<file path="src/rtl/ps2_key_assembler.sv">
// Packs received PS/2 bytes into the 65-bit ps2_key event word.
// Prefix bytes (E0/F0/E1) and the multi-byte PrtScr/Pause sequences are published as one event.
module ps2_key_assembler #(
  parameter int unsigned TIMEOUT_CYCLES = 1_000_000
) (
  input  logic        clk_sys,
  input  logic        reset,
  input  logic [7:0]  byte_in,
  input  logic        byte_valid,
  output logic [64:0] ps2_key,
  output logic        key_stb,
  output logic        busy
);

  localparam int unsigned TW = $clog2(TIMEOUT_CYCLES + 1);
  localparam logic [TW-1:0] TMO_LAST = TW'(TIMEOUT_CYCLES - 1);

  typedef enum logic [1:0] {
    IDLE    = 2'd0,
    COLLECT = 2'd1,
    PAUSE   = 2'd2
  } state_e;

  state_e        state_q, state_d;
  logic [63:0]   acc_q, acc_d;
  logic [3:0]    cnt_q, cnt_d;
  logic [TW-1:0] tmo_q, tmo_d;
  logic [64:0]   ps2_key_q;
  logic          key_stb_q;
  logic          busy_q;
  logic          pub_s;
  logic [63:0]   pub_val_s;
  logic [63:0]   acc_shift_s;
  logic [3:0]    cnt_inc_s;

  function automatic logic is_response(input logic [7:0] b);
    return (b == 8'hFA) || (b == 8'hFE) || (b == 8'hAA) ||
           (b == 8'hEE) || (b == 8'h00) || (b == 8'hFF);
  endfunction

  function automatic logic is_prefix(input logic [7:0] b);
    return (b == 8'hE0) || (b == 8'hF0);
  endfunction

  assign acc_shift_s = {acc_q[55:0], byte_in};
  assign cnt_inc_s   = cnt_q + 4'd1;

  // Next-state, accumulator and publish decision for the current cycle
  always_comb begin
    state_d   = state_q;
    acc_d     = acc_q;
    cnt_d     = cnt_q;
    tmo_d     = tmo_q;
    pub_s     = 1'b0;
    pub_val_s = acc_shift_s;
    case (state_q)
      IDLE: begin
        tmo_d = '0;
        if (!byte_valid || is_response(byte_in)) begin
          state_d = IDLE;
        end else if (byte_in == 8'hE1) begin
          acc_d   = {56'd0, byte_in};
          cnt_d   = 4'd1;
          state_d = PAUSE;
        end else if (is_prefix(byte_in)) begin
          acc_d   = {56'd0, byte_in};
          cnt_d   = 4'd1;
          state_d = COLLECT;
        end else begin
          pub_s     = 1'b1;
          pub_val_s = {56'd0, byte_in};
          acc_d     = 64'd0;
          cnt_d     = 4'd0;
        end
      end
      COLLECT: begin
        if (byte_valid) begin
          tmo_d = '0;
          if (cnt_q == 4'd8) begin
            // a ninth byte means the sequence is garbage: drop it all
            acc_d   = 64'd0;
            cnt_d   = 4'd0;
            state_d = IDLE;
          end else if (is_prefix(byte_in) || (acc_shift_s[15:0] == 16'hE012) ||
                       (acc_shift_s[23:0] == 24'hE0F07C)) begin
            acc_d = acc_shift_s;
            cnt_d = cnt_inc_s;
          end else begin
            pub_s   = 1'b1;
            acc_d   = 64'd0;
            cnt_d   = 4'd0;
            state_d = IDLE;
          end
        end else if (tmo_q == TMO_LAST) begin
          acc_d   = 64'd0;
          cnt_d   = 4'd0;
          tmo_d   = '0;
          state_d = IDLE;
        end else begin
          tmo_d = tmo_q + TW'(1);
        end
      end
      PAUSE: begin
        if (byte_valid) begin
          tmo_d = '0;
          if (cnt_inc_s == 4'd8) begin
            pub_s   = 1'b1;
            acc_d   = 64'd0;
            cnt_d   = 4'd0;
            state_d = IDLE;
          end else begin
            acc_d = acc_shift_s;
            cnt_d = cnt_inc_s;
          end
        end else if (tmo_q == TMO_LAST) begin
          acc_d   = 64'd0;
          cnt_d   = 4'd0;
          tmo_d   = '0;
          state_d = IDLE;
        end else begin
          tmo_d = tmo_q + TW'(1);
        end
      end
      default: begin
        state_d = IDLE;
        acc_d   = 64'd0;
        cnt_d   = 4'd0;
        tmo_d   = '0;
      end
    endcase
  end

  // State registers and registered outputs
  always_ff @(posedge clk_sys) begin
    if (reset) begin
      state_q   <= IDLE;
      acc_q     <= 64'd0;
      cnt_q     <= 4'd0;
      tmo_q     <= '0;
      ps2_key_q <= 65'd0;
      key_stb_q <= 1'b0;
      busy_q    <= 1'b0;
    end else begin
      state_q   <= state_d;
      acc_q     <= acc_d;
      cnt_q     <= cnt_d;
      tmo_q     <= tmo_d;
      key_stb_q <= pub_s;
      busy_q    <= (state_d != IDLE);
      if (pub_s) begin
        ps2_key_q <= {~ps2_key_q[64], pub_val_s};
      end else begin
        ps2_key_q <= ps2_key_q;
      end
    end
  end

  assign ps2_key = ps2_key_q;
  assign key_stb = key_stb_q;
  assign busy    = busy_q;

endmodule

</file>
<file path="config.mk">
export PLATFORM = sky130hd
export DESIGN_NAME = ps2_key_assembler
export DESIGN_NICKNAME = d
export VERILOG_FILES = /design/src/rtl/ps2_key_assembler.sv
export SDC_FILE = /design/constraint.sdc
export NUM_CORES = 1
export LEC_CHECK = 0
export BUFFER_PORTS_ARGS = -buffer_cell sky130_fd_sc_hd__buf_2
export CAP_MARGIN = 25
export CORE_MARGIN = 4
export CORE_UTILIZATION = 60
export CTS_CLUSTER_DIAMETER = 200
export DETAILED_ROUTE_END_ITERATION = 12
export HOLD_SLACK_MARGIN = 0.15
export PLACE_DENSITY_LB_ADDON = 0.05
export SYNTH_ARGS = -nofsm -noshare
export SYNTH_HDL_FRONTEND = slang
export SYNTH_SLANG_ARGS = --single-unit
</file>
<file path="constraint.sdc">
create_clock -name clk_sys -period 5.5 [get_ports clk_sys]
set_clock_uncertainty 0.2 [all_clocks]
set_input_delay 1.1 -clock clk_sys [delete_from_list [all_inputs] [get_ports clk_sys]]
set_output_delay 1.1 -clock clk_sys [all_outputs]
set_load 0.01 [all_outputs]
</file>
==> out/results.ini <==
[clock_tree]
cts_buffers = 17
clock_latency_ns = 0.52
cts_tree = built
htreeDepth = 4
clkTransAtPathRegs_ns = 0.06
cts-resized-gates = 0
root_buffer = clkbuf_8
cts_setup_buffers = 0
hold_buffers = 0
cts.sinks = 149
cts_buffer_depth = 2

[cells_and_area]
regArea_um2 = 2980
layout-drive-gt1-share_pct = 19.0
fillers = 676
stdcell_area_um2 = 6810
num-nets-final = 656
multi_input_comb_area_um2 = 2550
syn_to_final_growth_pct = 17.5
diodes = 0
final_common_cell = dfxtp_1
final_cell_mix = dfxtp_1, nor2_1, buf_2, a22oi_1, a32o_1

[critical_path]
path_class = primary input to flop
rr_worst_depth = 7
r2r-start = acc_q[9]
cp_data_required_time_ns = 5.76
path_max_fanout = 29
cp_data_arrival_time_ns = 3.80
reg2reg_to = ps2_key[30]
critical_path.startpoint_type = primary input
r2r_slack_ns = 2.35
worstSetupEndpointType = flop

[logic_synthesis]
synth_edf_count = 0
synthDistinctLibCells = 61
syn-cell-area_um2 = 5800
syn_area_per_cell_um2 = 10.0
yosys.area_share.simple_pct = 15.5
synth_seq_cells = 149
synth_cells = 580
synthMuxAreaShare_pct = 3.02
syn_nets = 598
synthAdderAreaFrac_pct = 1.51
synth-seq-area-share_pct = 51.4
synth_xor_area_share_pct = 2.72
async_reset_ff_share_pct = 0
synth_top_family_by_area = compound AO/OA/AOI/OAI gates
synth-compound-area-share_pct = 20.9
ys_warn_count = 0
synthFlopType = dfxtp_1

[placed_design]
port_buffers = 77
hpwlAfterDp_um = 8950
dp_slack_ns = 1.44
gp_congestion = 0.938
dpl_cell_area_um2 = 6190

[grt]
grt_pass1_wl_um = 23600
grt_max_degree = 58
grtUsageMet3_pct = 6.44
grt.met1_usage_pct = 33.9
top_usage_layer = met2
grtUsageMet2_pct = 42.9
grt_usage_pct = 26.0
antenna_found_initial = 0
grt_pass1_vias = 4644
overflow = 0

[detailed_routing]
viasPerCell = 6.13
ant_nets = 0
route.detailed.drc = 0
routedWlPerCell_um = 17.8
drt_iter0_markers = 320
first_pass_iters = 5
via_count = 4785
drt_wl_total_um = 13900

[sta]
rsz0062_at_grt = false
final.setup.tns_ns = 0
fin_ws_ns = 1.97
tightest_slew_ns = 0.966
fmax_mhz = 283
setup_viol = 0
slew_viol_final = 0
layout_worst_path_cycle_share_pct = 64.2
period_needed_ns = 3.53
relSlewSlack_pct = 35.6
whs_ns = 0.240
hold_viol_final = 0

[power]
p_leak_nw = 2.71
p_seq_share_pct = 45.6
powerDensity_nw_per_um2 = 350
comb_power_share_pct = 3.5
p_total_mw = 2.38
peakVddDrop_uv = 238
sw_frac_of_total_pct = 21.7
p_clk_share_pct = 50.9
power.switching_mw = 0.517
p_int_mw = 1.87

[floorplanning]
fp.dieW_um = 106
die_h_um = 106
core_region_area_um2 = 9330
dieArea_um2 = 11300
num_io_pins = 78
initial_utilization_pct = 62.2
core.rowCount = 35

[outcome]
status = finished, final reports clean

[min_path]
whs_endpoint = tmo_q[0]
min_path_type = flop to flop
min_path_cells = 1
hp-start = tmo_q[0]

[flow_run]
max-cap-violations = 0

[state kept, by name (all words and copies together) (netlist names)]
register and flops:
key_stb 1, ps2_key 65, state_q 2, acc_q 56
tmo_q 20, busy 1, cnt_q 4
[cell usage after synthesis, drive strengths merged (2+ instances only)]
library cell | count | area (um^2)
mux2i | 16 | 160
a22oi | 53 | 398
a32o | 48 | 480
nor3 | 3 | 15.0
xnor2 | 5 | 43.8
buf | 23 | 158
and2 | 5 | 31.3
and3b | 2 | 17.5
or3 | 2 | 12.5
xor2 | 13 | 114
and3 | 6 | 37.5
o21ai | 8 | 55.1
dfxtp | 149 | 2980
nor2b | 2 | 12.5
nand4b | 2 | 17.5
nand2 | 38 | 143
nor4b | 2 | 23.8
ha | 7 | 87.6
a21oi | 7 | 38.8
o2111ai | 2 | 17.5
o21a | 2 | 15.0
clkbuf | 22 | 82.6
a221o | 5 | 50.1
nor2 | 81 | 304
nand3 | 23 | 115
nand4 | 7 | 43.8
nor4 | 5 | 31.3
or4 | 5 | 41.3
a31oi | 3 | 18.8
inv | 13 | 48.8
[final cells by class]
cell class              instances  area share [%]
clock inverters                12            2.79
inverters                      13           0.716
multi-input cells             373            37.5
flip-flops and latches        149            43.8
repair buffers                 84            6.43
well taps                     129            2.37
clock buffers                  20            6.39
[through the flow]
step | std cells | utilization (%)
2_1_floorplan | 580 | -
6_report | 780 | 73.0
3_5_place_dp | 748 | 66.3
5_1_grt | 780 | 73.0
4_1_cts | 780 | 73.0
3_3_place_gp | 748 | 66.3
[worst max-delay path by stage]
stage / endpoint / startpoint / depth (start not counted)
floorplan: ps2_key[64] / byte_in[2] / 9
global route: ps2_key[19] / byte_in[0] / 8
finish: ps2_key[30] / byte_in[0] / 8
CTS: ps2_key[30] / byte_in[0] / 8
detailed placement: ps2_key[10] / byte_in[0] / 8
global placement: ps2_key[25] / byte_in[0] / 8
[cells by family after synthesis]
group / after synthesis
simple gates: 188
mux: 17
buf+inv: 58
fa+ha+maj: 7
flops: 149
xor+xnor: 18
compound gates: 143
[metal layers]
| metal | vias to the layer above | routed length, um |
|---|---|---|
| met5 | - | 0 |
| met4 | 0 | 190 |
| met3 | 23 | 929 |
| met1 | 2322 | 6220 |
| met2 | 173 | 6550 |
| li1 | 2267 | - |
[critical path, stage by stage]
cell	delay (ns)
buf_2	0.16
or4_4	0.58
o21ai_4	0.20
a2111o_1	0.36
a21bo_4	0.29
o21ai_4	0.45
buf_4	0.42
a32o_1	0.22
[power by group through the flow]
stage | combinational [mW] | clock, mW | sequential, mW
2_1_floorplan | 0.0593 | 0 | 1.11
3_3_place_gp | 0.0817 | 0 | 1.11
3_5_place_dp | 0.0830 | 0 | 1.11
4_1_cts | 0.0830 | 1.23 | 1.09
5_1_grt | 0.0908 | 1.28 | 1.09
6_report | 0.0830 | 1.21 | 1.09
Note: power is estimated with default switching activity, not from simulation.
